$ cat config.mk
export PLATFORM = sky130hd
export DESIGN_NAME = axil_host_bfm_core_flat
export DESIGN_NICKNAME = d
export VERILOG_FILES = /design/src/rtl/axil_host_bfm_core_if.sv /design/src/rtl/axil_host_bfm_core.sv /design/src/flat_wrapper.sv
export SDC_FILE = /design/constraint.sdc
export NUM_CORES = 1
export LEC_CHECK = 0
export CAP_MARGIN = 20
export CORE_AREA = 2 2 159 161
export DETAILED_ROUTE_END_ITERATION = 6
export DIE_AREA = 0 0 161 163
export PLACE_DENSITY = 0.76
export SYNTH_ARGS = -nofsm -noshare
export SYNTH_HDL_FRONTEND = slang
export SYNTH_SLANG_ARGS = --single-unit
$ cat constraint.sdc
create_clock -name aclk -period 4 [get_ports aclk]
set_input_delay 1 -clock aclk [delete_from_list [all_inputs] [get_ports aclk]]
set_output_delay 1 -clock aclk [all_outputs]
set_load 0.01 [all_outputs]
$ cat src/rtl/axil_host_bfm_core_if.sv
// AXI4-Lite bus bundle between the host BFM engine (master) and the device under test (slave).
interface axil_host_bfm_core_if #(
  parameter int unsigned ADDR_WIDTH = 11,
  parameter int unsigned DATA_WIDTH = 32
);
  localparam int unsigned STRB_WIDTH = DATA_WIDTH / 8;

  logic [ADDR_WIDTH-1:0] awaddr;
  logic [2:0]            awprot;
  logic                  awvalid;
  logic                  awready;
  logic [DATA_WIDTH-1:0] wdata;
  logic [STRB_WIDTH-1:0] wstrb;
  logic                  wvalid;
  logic                  wready;
  logic [1:0]            bresp;
  logic                  bvalid;
  logic                  bready;
  logic [ADDR_WIDTH-1:0] araddr;
  logic [2:0]            arprot;
  logic                  arvalid;
  logic                  arready;
  logic [DATA_WIDTH-1:0] rdata;
  logic [1:0]            rresp;
  logic                  rvalid;
  logic                  rready;

  modport master (
    output awaddr, awprot, awvalid, input awready,
    output wdata, wstrb, wvalid, input wready,
    input bresp, bvalid, output bready,
    output araddr, arprot, arvalid, input arready,
    input rdata, rresp, rvalid, output rready
  );

  modport slave (
    input awaddr, awprot, awvalid, output awready,
    input wdata, wstrb, wvalid, output wready,
    output bresp, bvalid, input bready,
    input araddr, arprot, arvalid, output arready,
    output rdata, rresp, rvalid, input rready
  );
endinterface

$ cat src/rtl/axil_host_bfm_core.sv
// Host-side harness engine: single register commands to AXI4-Lite master transactions with timeout,
// a GPIO output register, synchronized GPIO inputs and an AXI-Stream beat/frame monitor.
module axil_host_bfm_core #(
  parameter int unsigned DATA_WIDTH     = 32,
  parameter int unsigned ADDR_WIDTH     = 11,
  parameter int unsigned NUMB_INPUT_IO  = 1,
  parameter int unsigned NUMB_OUTPUT_IO = 3,
  parameter int unsigned T_DATA_WIDTH   = 64,
  parameter int unsigned T_USER_WIDTH   = 4,
  parameter int unsigned TIMEOUT_CYCLES = 1024
) (
  input  logic                      aclk,
  input  logic                      aclk_reset_n,
  input  logic                      cmd_valid,
  output logic                      cmd_ready,
  input  logic                      cmd_write,
  input  logic [ADDR_WIDTH-1:0]     cmd_addr,
  input  logic [DATA_WIDTH-1:0]     cmd_wdata,
  input  logic [DATA_WIDTH/8-1:0]   cmd_wstrb,
  output logic                      rsp_valid,
  output logic [DATA_WIDTH-1:0]     rsp_rdata,
  output logic [1:0]                rsp_resp,
  output logic                      rsp_timeout,
  axil_host_bfm_core_if.master      m_axil,
  input  logic                      gpio_out_we,
  input  logic [NUMB_OUTPUT_IO-1:0] gpio_out_wdata,
  output logic [NUMB_OUTPUT_IO-1:0] output_reg,
  input  logic [NUMB_INPUT_IO-1:0]  input_io,
  output logic [NUMB_INPUT_IO-1:0]  gpio_in,
  output logic [NUMB_INPUT_IO-1:0]  gpio_in_rise,
  input  logic                      axis_ready_en,
  input  logic [T_DATA_WIDTH-1:0]   tdata,
  input  logic [T_USER_WIDTH-1:0]   tuser,
  input  logic                      tlast,
  input  logic                      tvalid,
  output logic                      tready,
  output logic [31:0]               beat_count,
  output logic [31:0]               frame_count,
  output logic [T_USER_WIDTH-1:0]   last_tuser,
  output logic [T_DATA_WIDTH-1:0]   last_tdata
);

  localparam int unsigned STRB_WIDTH = DATA_WIDTH / 8;
  localparam int unsigned TMO_WIDTH  = $clog2(TIMEOUT_CYCLES + 1);
  localparam logic [TMO_WIDTH-1:0] TMO_LAST = TMO_WIDTH'(TIMEOUT_CYCLES - 1);

  typedef enum logic [2:0] {
    S_IDLE, S_WR, S_WR_RESP, S_RD_ADDR, S_RD_DATA, S_DONE
  } state_e;

  state_e                    state_q, state_d;
  logic                      cmd_ready_q, cmd_ready_d;
  logic [ADDR_WIDTH-1:0]     addr_q, addr_d;
  logic [DATA_WIDTH-1:0]     wdata_q, wdata_d;
  logic [STRB_WIDTH-1:0]     wstrb_q, wstrb_d;
  logic                      awvalid_q, awvalid_d;
  logic                      wvalid_q, wvalid_d;
  logic                      bready_q, bready_d;
  logic                      arvalid_q, arvalid_d;
  logic                      rready_q, rready_d;
  logic                      rsp_valid_q, rsp_valid_d;
  logic [DATA_WIDTH-1:0]     rsp_rdata_q, rsp_rdata_d;
  logic [1:0]                rsp_resp_q, rsp_resp_d;
  logic                      rsp_timeout_q, rsp_timeout_d;
  logic [TMO_WIDTH-1:0]      tmo_cnt_q, tmo_cnt_d;
  logic [NUMB_OUTPUT_IO-1:0] output_reg_q, output_reg_d;
  logic [NUMB_INPUT_IO-1:0]  sync1_q, sync1_d;
  logic [NUMB_INPUT_IO-1:0]  gpio_in_q, gpio_in_d;
  logic [NUMB_INPUT_IO-1:0]  rise_q, rise_d;
  logic [31:0]               beat_count_q, beat_count_d;
  logic [31:0]               frame_count_q, frame_count_d;
  logic [T_USER_WIDTH-1:0]   last_tuser_q, last_tuser_d;
  logic [T_DATA_WIDTH-1:0]   last_tdata_q, last_tdata_d;

  logic                      tmo_hit_c;
  logic                      aw_done_c, w_done_c;
  logic                      finish_c, abort_c;
  logic [DATA_WIDTH-1:0]     fin_data_c;
  logic [1:0]                fin_resp_c;

  // Transaction FSM; a handshake seen in the timeout cycle wins over the abort.
  always_comb begin
    state_d       = state_q;
    cmd_ready_d   = cmd_ready_q;
    addr_d        = addr_q;
    wdata_d       = wdata_q;
    wstrb_d       = wstrb_q;
    awvalid_d     = awvalid_q;
    wvalid_d      = wvalid_q;
    bready_d      = bready_q;
    arvalid_d     = arvalid_q;
    rready_d      = rready_q;
    rsp_valid_d   = 1'b0;
    rsp_rdata_d   = rsp_rdata_q;
    rsp_resp_d    = rsp_resp_q;
    rsp_timeout_d = rsp_timeout_q;
    tmo_cnt_d     = tmo_cnt_q;
    finish_c      = 1'b0;
    abort_c       = 1'b0;
    fin_data_c    = '0;
    fin_resp_c    = 2'b00;
    tmo_hit_c     = (tmo_cnt_q >= TMO_LAST);
    aw_done_c     = !awvalid_q || m_axil.awready;
    w_done_c      = !wvalid_q || m_axil.wready;

    if (state_q != S_IDLE && state_q != S_DONE) begin
      tmo_cnt_d = tmo_cnt_q + TMO_WIDTH'(1);
    end

    unique case (state_q)
      S_IDLE: begin
        if (cmd_valid && cmd_ready_q) begin
          cmd_ready_d = 1'b0;
          tmo_cnt_d   = '0;
          addr_d      = cmd_addr;
          wdata_d     = cmd_wdata;
          wstrb_d     = cmd_wstrb;
          if (cmd_write) begin
            state_d   = S_WR;
            awvalid_d = 1'b1;
            wvalid_d  = 1'b1;
          end else begin
            state_d   = S_RD_ADDR;
            arvalid_d = 1'b1;
          end
        end
      end
      S_WR: begin
        if (awvalid_q && m_axil.awready) awvalid_d = 1'b0;
        if (wvalid_q && m_axil.wready)   wvalid_d  = 1'b0;
        if (aw_done_c && w_done_c) begin
          state_d  = S_WR_RESP;
          bready_d = 1'b1;
        end else if (tmo_hit_c) begin
          abort_c = 1'b1;
        end
      end
      S_WR_RESP: begin
        if (m_axil.bvalid) begin
          bready_d   = 1'b0;
          finish_c   = 1'b1;
          fin_resp_c = m_axil.bresp;
        end else if (tmo_hit_c) begin
          abort_c = 1'b1;
        end
      end
      S_RD_ADDR: begin
        if (m_axil.arready) begin
          arvalid_d = 1'b0;
          rready_d  = 1'b1;
          state_d   = S_RD_DATA;
        end else if (tmo_hit_c) begin
          abort_c = 1'b1;
        end
      end
      S_RD_DATA: begin
        if (m_axil.rvalid) begin
          rready_d   = 1'b0;
          finish_c   = 1'b1;
          fin_data_c = m_axil.rdata;
          fin_resp_c = m_axil.rresp;
        end else if (tmo_hit_c) begin
          abort_c = 1'b1;
        end
      end
      S_DONE: begin
        state_d     = S_IDLE;
        cmd_ready_d = 1'b1;
      end
      default: begin
        state_d     = S_IDLE;
        cmd_ready_d = 1'b1;
      end
    endcase

    if (finish_c) begin
      state_d       = S_DONE;
      rsp_valid_d   = 1'b1;
      rsp_rdata_d   = fin_data_c;
      rsp_resp_d    = fin_resp_c;
      rsp_timeout_d = 1'b0;
    end
    if (abort_c) begin
      state_d       = S_DONE;
      awvalid_d     = 1'b0;
      wvalid_d      = 1'b0;
      bready_d      = 1'b0;
      arvalid_d     = 1'b0;
      rready_d      = 1'b0;
      rsp_valid_d   = 1'b1;
      rsp_rdata_d   = '0;
      rsp_resp_d    = 2'b10;
      rsp_timeout_d = 1'b1;
    end
  end

  // GPIO register, input synchronizer/edge detect and stream monitor, all FSM-independent.
  always_comb begin
    output_reg_d  = gpio_out_we ? gpio_out_wdata : output_reg_q;
    sync1_d       = input_io;
    gpio_in_d     = sync1_q;
    rise_d        = sync1_q & ~gpio_in_q;
    beat_count_d  = beat_count_q;
    frame_count_d = frame_count_q;
    last_tuser_d  = last_tuser_q;
    last_tdata_d  = last_tdata_q;
    if (tvalid && axis_ready_en) begin
      beat_count_d = beat_count_q + 32'd1;
      last_tuser_d = tuser;
      last_tdata_d = tdata;
      if (tlast) frame_count_d = frame_count_q + 32'd1;
    end
  end

  always_ff @(posedge aclk or negedge aclk_reset_n) begin
    if (!aclk_reset_n) begin
      state_q       <= S_IDLE;
      cmd_ready_q   <= 1'b1;
      addr_q        <= '0;
      wdata_q       <= '0;
      wstrb_q       <= '0;
      awvalid_q     <= 1'b0;
      wvalid_q      <= 1'b0;
      bready_q      <= 1'b0;
      arvalid_q     <= 1'b0;
      rready_q      <= 1'b0;
      rsp_valid_q   <= 1'b0;
      rsp_rdata_q   <= '0;
      rsp_resp_q    <= 2'b00;
      rsp_timeout_q <= 1'b0;
      tmo_cnt_q     <= '0;
      output_reg_q  <= '0;
      sync1_q       <= '0;
      gpio_in_q     <= '0;
      rise_q        <= '0;
      beat_count_q  <= '0;
      frame_count_q <= '0;
      last_tuser_q  <= '0;
      last_tdata_q  <= '0;
    end else begin
      state_q       <= state_d;
      cmd_ready_q   <= cmd_ready_d;
      addr_q        <= addr_d;
      wdata_q       <= wdata_d;
      wstrb_q       <= wstrb_d;
      awvalid_q     <= awvalid_d;
      wvalid_q      <= wvalid_d;
      bready_q      <= bready_d;
      arvalid_q     <= arvalid_d;
      rready_q      <= rready_d;
      rsp_valid_q   <= rsp_valid_d;
      rsp_rdata_q   <= rsp_rdata_d;
      rsp_resp_q    <= rsp_resp_d;
      rsp_timeout_q <= rsp_timeout_d;
      tmo_cnt_q     <= tmo_cnt_d;
      output_reg_q  <= output_reg_d;
      sync1_q       <= sync1_d;
      gpio_in_q     <= gpio_in_d;
      rise_q        <= rise_d;
      beat_count_q  <= beat_count_d;
      frame_count_q <= frame_count_d;
      last_tuser_q  <= last_tuser_d;
      last_tdata_q  <= last_tdata_d;
    end
  end

  assign cmd_ready      = cmd_ready_q;
  assign rsp_valid      = rsp_valid_q;
  assign rsp_rdata      = rsp_rdata_q;
  assign rsp_resp       = rsp_resp_q;
  assign rsp_timeout    = rsp_timeout_q;
  assign m_axil.awaddr  = addr_q;
  assign m_axil.awprot  = 3'b000;
  assign m_axil.awvalid = awvalid_q;
  assign m_axil.wdata   = wdata_q;
  assign m_axil.wstrb   = wstrb_q;
  assign m_axil.wvalid  = wvalid_q;
  assign m_axil.bready  = bready_q;
  assign m_axil.araddr  = addr_q;
  assign m_axil.arprot  = 3'b000;
  assign m_axil.arvalid = arvalid_q;
  assign m_axil.rready  = rready_q;
  assign output_reg     = output_reg_q;
  assign gpio_in        = gpio_in_q;
  assign gpio_in_rise   = rise_q;
  assign tready         = axis_ready_en;
  assign beat_count     = beat_count_q;
  assign frame_count    = frame_count_q;
  assign last_tuser     = last_tuser_q;
  assign last_tdata     = last_tdata_q;

endmodule

$ cat src/flat_wrapper.sv
// flat-port wrapper written by rule: the top's interface ports become plain ports
module axil_host_bfm_core_flat 
#(
  parameter int unsigned DATA_WIDTH     = 32,
  parameter int unsigned ADDR_WIDTH     = 11,
  parameter int unsigned NUMB_INPUT_IO  = 1,
  parameter int unsigned NUMB_OUTPUT_IO = 3,
  parameter int unsigned T_DATA_WIDTH   = 64,
  parameter int unsigned T_USER_WIDTH   = 4,
  parameter int unsigned TIMEOUT_CYCLES = 1024
)
  (aclk, aclk_reset_n, cmd_valid, cmd_ready, cmd_write, cmd_addr, cmd_wdata, cmd_wstrb, rsp_valid, rsp_rdata, rsp_resp, rsp_timeout, gpio_out_we, gpio_out_wdata, output_reg, input_io, gpio_in, gpio_in_rise, axis_ready_en, tdata, tuser, tlast, tvalid, tready, beat_count, frame_count, last_tuser, last_tdata, m_axil_awaddr, m_axil_awprot, m_axil_awvalid, m_axil_awready, m_axil_wdata, m_axil_wstrb, m_axil_wvalid, m_axil_wready, m_axil_bresp, m_axil_bvalid, m_axil_bready, m_axil_araddr, m_axil_arprot, m_axil_arvalid, m_axil_arready, m_axil_rdata, m_axil_rresp, m_axil_rvalid, m_axil_rready);
  axil_host_bfm_core_if #(.ADDR_WIDTH(ADDR_WIDTH), .DATA_WIDTH(DATA_WIDTH)) m_axil_i ();
  input  logic aclk;
  input  logic aclk_reset_n;
  input  logic cmd_valid;
  output logic cmd_ready;
  input  logic cmd_write;
  input  logic [ADDR_WIDTH-1:0] cmd_addr;
  input  logic [DATA_WIDTH-1:0] cmd_wdata;
  input  logic [DATA_WIDTH/8-1:0] cmd_wstrb;
  output logic rsp_valid;
  output logic [DATA_WIDTH-1:0] rsp_rdata;
  output logic [1:0] rsp_resp;
  output logic rsp_timeout;
  input  logic gpio_out_we;
  input  logic [NUMB_OUTPUT_IO-1:0] gpio_out_wdata;
  output logic [NUMB_OUTPUT_IO-1:0] output_reg;
  input  logic [NUMB_INPUT_IO-1:0] input_io;
  output logic [NUMB_INPUT_IO-1:0] gpio_in;
  output logic [NUMB_INPUT_IO-1:0] gpio_in_rise;
  input  logic axis_ready_en;
  input  logic [T_DATA_WIDTH-1:0] tdata;
  input  logic [T_USER_WIDTH-1:0] tuser;
  input  logic tlast;
  input  logic tvalid;
  output logic tready;
  output logic [31:0] beat_count;
  output logic [31:0] frame_count;
  output logic [T_USER_WIDTH-1:0] last_tuser;
  output logic [T_DATA_WIDTH-1:0] last_tdata;
  output wire logic [$bits(m_axil_i.awaddr)-1:0] m_axil_awaddr;
  output wire logic [$bits(m_axil_i.awprot)-1:0] m_axil_awprot;
  output wire logic [$bits(m_axil_i.awvalid)-1:0] m_axil_awvalid;
  input wire logic [$bits(m_axil_i.awready)-1:0] m_axil_awready;
  output wire logic [$bits(m_axil_i.wdata)-1:0] m_axil_wdata;
  output wire logic [$bits(m_axil_i.wstrb)-1:0] m_axil_wstrb;
  output wire logic [$bits(m_axil_i.wvalid)-1:0] m_axil_wvalid;
  input wire logic [$bits(m_axil_i.wready)-1:0] m_axil_wready;
  input wire logic [$bits(m_axil_i.bresp)-1:0] m_axil_bresp;
  input wire logic [$bits(m_axil_i.bvalid)-1:0] m_axil_bvalid;
  output wire logic [$bits(m_axil_i.bready)-1:0] m_axil_bready;
  output wire logic [$bits(m_axil_i.araddr)-1:0] m_axil_araddr;
  output wire logic [$bits(m_axil_i.arprot)-1:0] m_axil_arprot;
  output wire logic [$bits(m_axil_i.arvalid)-1:0] m_axil_arvalid;
  input wire logic [$bits(m_axil_i.arready)-1:0] m_axil_arready;
  input wire logic [$bits(m_axil_i.rdata)-1:0] m_axil_rdata;
  input wire logic [$bits(m_axil_i.rresp)-1:0] m_axil_rresp;
  input wire logic [$bits(m_axil_i.rvalid)-1:0] m_axil_rvalid;
  output wire logic [$bits(m_axil_i.rready)-1:0] m_axil_rready;
  assign m_axil_awaddr = m_axil_i.awaddr;
  assign m_axil_awprot = m_axil_i.awprot;
  assign m_axil_awvalid = m_axil_i.awvalid;
  assign m_axil_i.awready = m_axil_awready;
  assign m_axil_wdata = m_axil_i.wdata;
  assign m_axil_wstrb = m_axil_i.wstrb;
  assign m_axil_wvalid = m_axil_i.wvalid;
  assign m_axil_i.wready = m_axil_wready;
  assign m_axil_i.bresp = m_axil_bresp;
  assign m_axil_i.bvalid = m_axil_bvalid;
  assign m_axil_bready = m_axil_i.bready;
  assign m_axil_araddr = m_axil_i.araddr;
  assign m_axil_arprot = m_axil_i.arprot;
  assign m_axil_arvalid = m_axil_i.arvalid;
  assign m_axil_i.arready = m_axil_arready;
  assign m_axil_i.rdata = m_axil_rdata;
  assign m_axil_i.rresp = m_axil_rresp;
  assign m_axil_i.rvalid = m_axil_rvalid;
  assign m_axil_rready = m_axil_i.rready;
  axil_host_bfm_core #(.DATA_WIDTH(DATA_WIDTH), .ADDR_WIDTH(ADDR_WIDTH), .NUMB_INPUT_IO(NUMB_INPUT_IO), .NUMB_OUTPUT_IO(NUMB_OUTPUT_IO), .T_DATA_WIDTH(T_DATA_WIDTH), .T_USER_WIDTH(T_USER_WIDTH), .TIMEOUT_CYCLES(TIMEOUT_CYCLES)) u_core (.aclk(aclk), .aclk_reset_n(aclk_reset_n), .cmd_valid(cmd_valid), .cmd_ready(cmd_ready), .cmd_write(cmd_write), .cmd_addr(cmd_addr), .cmd_wdata(cmd_wdata), .cmd_wstrb(cmd_wstrb), .rsp_valid(rsp_valid), .rsp_rdata(rsp_rdata), .rsp_resp(rsp_resp), .rsp_timeout(rsp_timeout), .m_axil(m_axil_i), .gpio_out_we(gpio_out_we), .gpio_out_wdata(gpio_out_wdata), .output_reg(output_reg), .input_io(input_io), .gpio_in(gpio_in), .gpio_in_rise(gpio_in_rise), .axis_ready_en(axis_ready_en), .tdata(tdata), .tuser(tuser), .tlast(tlast), .tvalid(tvalid), .tready(tready), .beat_count(beat_count), .frame_count(frame_count), .last_tuser(last_tuser), .last_tdata(last_tdata));
endmodule
==> out/metrics.yaml, run 1 <==
status: "finished, final reports clean"
clock_sinks: 241
dieHeight_um: 163
initial_core_util: 0.402
crit_path_end: "tready"
port_buffers: 405
dieArea_mm2: 0.0262
dp_hpwl_mm: 20.1
clkLatencyLatePin_ps: 520
syn_inst: 877
critPathMaxStageDelay_ps: 610
vdd_drop_max_v: 0.000388
cp.arrival_ps: 2210
cts.repair.resized: 0
synth_edf_count: 0
fmax_mhz: 311
wl_per_cell_um: 16.9
cts-root-buf: "clkbuf_16"
wirelength_mm: 27.5
design_area_mm2: 0.0151
worst_hold_path.num_cells: 0
reg2reg_to: "u_core.m_axil.rready"
ff2ff_path_depth: 5
postSynthAreaPerCell_um2: 11.3
hold_viol: 0
cpMostUsedCell: "clkdlybuf4s50_1"
drc_errors: 0
cap_violations: 0
regToRegSetupSlack_ps: 1940
drv_slew: 0
cts_tree: "done"
final_cell_mix: "clkdlybuf4s50_1 (404), nand2_1 (255), dfrtp_1 (240)"
cts_setup_buffers: 0
synthArstFlopShare: 1.00
ys_ff_latch: 241
grt_max_degree: 84
n_antenna_cell: 0
gp_congestion: 0.783
worstSetupStartpointType: "primary input"
placed_area_mm2: 0.0142
first_pass_iters: 4
rsz0062_at_grt: "no"
leakage_nw: 6.78
drt_iter0_drc: 340
multiInputGateArea_mm2: 0.00360
syn_to_final_growth_pct: 51.9
numCtsBuffers: 26
ys_types: 53
hp-class: "flip-flop to flip-flop"
regArea_mm2: 0.00603
yosys_warnings: 0
core_mm2: 0.0247
cp_slowest_cell: "clkdlybuf4s50_1"
worst_clock_skew_ps: 7.75
antenna_found_initial: 1
period_share: 0.803
die_x_um: 161
clk_pin_slew_ps: 60
tightest_slew_ps: 682
grt_usage: 0.207
mostFrequentLayoutCell: "clkdlybuf4s50_1"
cp_cell_sequence: "clkdlybuf4s50_1 > clkdlybuf4s50_1"
fp-row-count: 58
critPathTopFamily: "buffers and inverters"
worst-path-stages: 2
cts_max_path_buffers: 3
layout.nets: 1443
layout-drive-gt1-share: 0.0960
htreeDepth: 1
seq_area_frac_synth: 0.608
fin_crit_ps: 3210
grt-ovfl-total: 0
slew_headroom: 0.544
powerDensity_mw_per_mm2: 575
path_class: "primary input to output port"
cp.required_ps: 3000
n_fill_cell: 1954
cp_max_fo: 6
ctsHoldBuffers: 0
cp-end-kind: "output port"
largest_reg_flops: 64
setup_viol: 0
routed_via_density: 4.83
timing.rr.start: "u_core.state_q[2]"
grt_pass1_wl_mm: 43.6
num_io_pins: 412
first_global_vias: 7989
syn_area_mm2: 0.00992
tns_ps: 0
num_vias: 7835
cp_num_buf_inv: 2
synth-main-ff-cell: "dfrtp_1"
ant_nets: 0
startpoint: "axis_ready_en"
[metrics by stage]
stage / instances / hold slack, ps / worst slack [ps] / util / total power [W]
6_report: 1621 / 371 / 786 / 0.611 / 0.00867
5_1_grt: 1621 / 377 / 740 / 0.611 / 0.00916
4_1_cts: 1621 / 372 / 776 / 0.611 / 0.00878
3_5_place_dp: 1574 / 358 / 716 / 0.577 / 0.00644
3_3_place_gp: 1574 / 353 / 774 / 0.577 / 0.00638
2_1_floorplan: 882 / 347 / 1750 / - / 0.00475
[cell usage after synthesis (7+ instances only)]
cell	instances	area (um^2)
buf_2	13	65.1
a22o_1	32	280
nor2_1	31	116
xnor2_1	49	429
dfrtp_1	240	6010
nand3_1	17	85.1
clkbuf_1	20	75.1
o21ai_0	7	35.0
nor3_1	10	50.1
xor2_1	18	158
mux2_2	50	563
a21oi_1	12	60.1
nand4_1	16	100
buf_4	19	143
nand2_1	256	961
[worst min-delay path by stage]
stage | from | end | slack, ps
floorplan | u_core.gpio_in_d | u_core.gpio_in | 350
global placement | u_core.gpio_in_d | u_core.gpio_in | 350
detailed placement | u_core.gpio_in_d | u_core.gpio_in | 360
CTS | u_core.gpio_in_d | u_core.gpio_in | 370
global route | u_core.gpio_in_d | u_core.gpio_in | 380
finish | u_core.gpio_in_d | u_core.gpio_in | 370
[area by class of cell]
| cell class | instances | area share |
|---|---|---|
| clock buffer | 40 | 0.0521 |
| clock inverter | 7 | 0.00274 |
| inverter | 6 | 0.00149 |
| multi-input combinational | 582 | 0.239 |
| sequential | 241 | 0.400 |
| tap | 330 | 0.0274 |
| timing repair buffer | 415 | 0.277 |
[cell families (layout without fill, tap and decap cells)]
logic type / after synthesis / after routing / share of synthesized area
mux: 53 / 53 / 0.0601
simple gates: 387 / 387 / 0.185
flops: 241 / 241 / 0.608
buf+inv: 59 / 468 / 0.0319
xor+xnor: 69 / 69 / 0.0625
other cells: 1 / 6 / 0.000378
compound gates: 64 / 64 / 0.0483
fa+ha+maj: 3 / 3 / 0.00379
[where the power goes]
part	leakage [nW]	internal, W	switching [W]
Combinational	3.29	0.00170	0.00116
Clock	0.414	0.00135	0.000950
Sequential	3.07	0.00306	0.000451
[metal layers]
| metal | GRT usage | vias to the layer above | share of wire |
|---|---|---|---|
| met5 | 0 | - | 0.00047 |
| met3 | 0.0731 | 50 | 0.099 |
| met2 | 0.355 | 313 | 0.49 |
| met1 | 0.247 | 3774 | 0.38 |
| met4 | 0.0576 | 2 | 0.025 |
| li1 | - | 3696 | - |
(Power assumes the default switching activity.)
==> inputs of run 2 (changes only) <==
Settings changed: CORE_AREA 2 2 159 161 to 2 2 160 162, DIE_AREA 0 0 161 163 to 0 0 162 164.
Clock period 4 ns to 3 ns, I/O delays scaled along.
==> run 2 against run 1 <==
Net effect: final cell count up 0.43%; non-clock buffer count up 3; highest routed layer is now met4; routed wire length up 1.5%; combinational power up 34%; largest cell class unchanged; critical endpoint unchanged; count of clock-buffer cells in the layout down 2.
==> out/metrics.yaml, run 2 (synthesis gave the netlist of run 1 again) <==
gp_congestion: 0.786  # was 0.783
htreeDepth: 1  # unchanged
powerDensity_mw_per_mm2: 777  # was 575 mW/mm^2
tightest_slew_ps: 659  # was 682 ps
vdd_drop_max_v: 0.000495  # was 0.000388 V
path_class: "primary input to output port"  # unchanged
syn_to_final_growth_pct: 53.4  # was 51.9%
worst_clock_skew_ps: 10.4  # was 7.75 ps
cp_max_fo: 6  # unchanged
first_pass_iters: 5  # was 4
grt_usage: 0.207  # about the same
cp.arrival_ps: 1970  # was 2210 ps
cts_max_path_buffers: 3  # unchanged
n_fill_cell: 2026  # was 1954
cp_slowest_cell: "clkdlybuf4s50_1"  # unchanged
drt_iter0_drc: 337  # was 340
clkPwrFrac: 0.280  # was 0.265
leakage_nw: 6.85  # was 6.78 nW
clock_sinks: 241  # unchanged
ant_nets: 0  # unchanged
setup_viol: 0  # unchanged
clk_pin_slew_ps: 60  # about the same
layout-drive-gt1-share: 0.103  # was 0.0960
cts-root-buf: "clkbuf_16"  # unchanged
cpMostUsedCell: "clkdlybuf4s50_1"  # unchanged
mostFrequentLayoutCell: "clkdlybuf4s50_1"  # unchanged
hold_viol: 0  # unchanged
fin_util: 0.613  # was 0.611
fp-row-count: 58  # unchanged
critPathTopFamily: "buffers and inverters"  # unchanged
grt_max_degree: 74  # was 84
wirelength_mm: 27.9  # was 27.5 mm
cp_num_buf_inv: 2  # unchanged
tns_ps: 0  # unchanged
dieHeight_um: 164  # was 163 um
fin_crit_ps: 2720
grt_pass1_wl_mm: 43.8  # was 43.6 mm
port_buffers: 405  # unchanged
drv_slew: 0  # unchanged
final_cell_mix: "clkdlybuf4s50_1 (404), nand2_1 (255), dfrtp_1 (240)"  # unchanged
status: "finished, final reports clean"  # unchanged
wl_per_cell_um: 17.1  # was 16.9 um
clkLatencyLatePin_ps: 520  # about the same
first_global_vias: 8011  # was 7989
cts_tree: "done"  # unchanged
cp-end-kind: "output port"  # unchanged
numCtsBuffers: 27  # was 26
slew_headroom: 0.555  # was 0.544
hp-class: "primary input to async pin"  # was flip-flop to flip-flop
dp_hpwl_mm: 20.4  # was 20.1 mm
cp.required_ps: 2250  # was 3000 ps
initial_core_util: 0.400  # was 0.402
antenna_found_initial: 2  # was 1
largest_reg_flops: 64  # unchanged
grt-ovfl-total: 0  # unchanged
critPathMaxStageDelay_ps: 620  # was 610 ps
die_x_um: 162  # was 161 um
cp_cell_sequence: "clkdlybuf4s50_1 > clkdlybuf4s50_1"  # unchanged
placed_area_mm2: 0.0143  # was 0.0142 mm^2
fmax_mhz: 368
routed_via_density: 4.83  # about the same
cts.repair.resized: 0  # unchanged
dieArea_mm2: 0.0266  # was 0.0262 mm^2
cap_violations: 0  # unchanged
fin_hold_ws_ps: 190  # was 371 ps
swShare: 0.291  # was 0.295
drc_errors: 0  # unchanged
layout.nets: 1447  # was 1443
combPwrFrac: 0.324  # was 0.330
worstSetupStartpointType: "primary input"  # unchanged
power.internal_w: 0.00837  # was 0.00611 W
cts_setup_buffers: 0  # unchanged
rsz0062_at_grt: "no"  # unchanged
period_share: 0.905
core_mm2: 0.0248  # was 0.0247 mm^2
sequentialPowerShare: 0.396  # was 0.405
power.switching_w: 0.00344  # was 0.00256 W
ctsHoldBuffers: 0  # unchanged
num_vias: 7860  # was 7835
design_area_mm2: 0.0152  # was 0.0151 mm^2
num_io_pins: 412  # unchanged
run 2: cell type report:
cell class                 count  area (um^2)  area share
multi-input combinational    582         3600       0.237
timing repair buffer         418         4230       0.278
clock buffer                  38          797      0.0524
clock inverter                11          111     0.00732
antenna                        2         5.00    0.000329
tap                          330          413      0.0271
sequential                   241         6030       0.396
inverter                       6         22.5     0.00148
run 2: through the flow:
stage,cells,total power (W),worst slack [ps]
floorplan,882,0.00633,1000
finish,1628,0.0118,284
global route,1627,0.0125,279
CTS,1626,0.0120,283
detailed placement,1577,0.00859,120
global placement,1577,0.00851,182
run 2: final timing paths:
check | startpoint | cells after the start | slack, ps | end
max | axis_ready_en | 2 | 280 | tready
min | aclk_reset_n | 1 | 190 | u_core.m_axil.wdata[13]
max reg2reg | u_core.tmo_cnt_q[0] | 7 | 970 | u_core.rsp_rdata[19]
min reg2reg | u_core.gpio_in_d | 0 | 370 | u_core.gpio_in
max in group asynchronous | aclk_reset_n | 2 | 2010 | u_core.cmd_ready
min in group aclk | u_core.gpio_in_d | 0 | 370 | u_core.gpio_in
run 2: power by group through the flow:
stage	clock network, W	logic, W	registers (W)
floorplan	0	0.00137	0.00496
CTS	0.00340	0.00390	0.00468
detailed placement	0	0.00386	0.00473
finish	0.00331	0.00383	0.00468
global route	0.00357	0.00413	0.00479
global placement	0	0.00383	0.00469
run 2: layer usage:
| metal | routed length (um) | up-vias | GRT usage |
|---|---|---|---|
| li1 | - | 3703 | - |
| met1 | 10700 | 3830 | 0.241 |
| met2 | 13900 | 295 | 0.367 |
| met3 | 2760 | 32 | 0.0742 |
| met4 | 412 | 0 | 0.0447 |
| met5 | 0 | - | 0 |
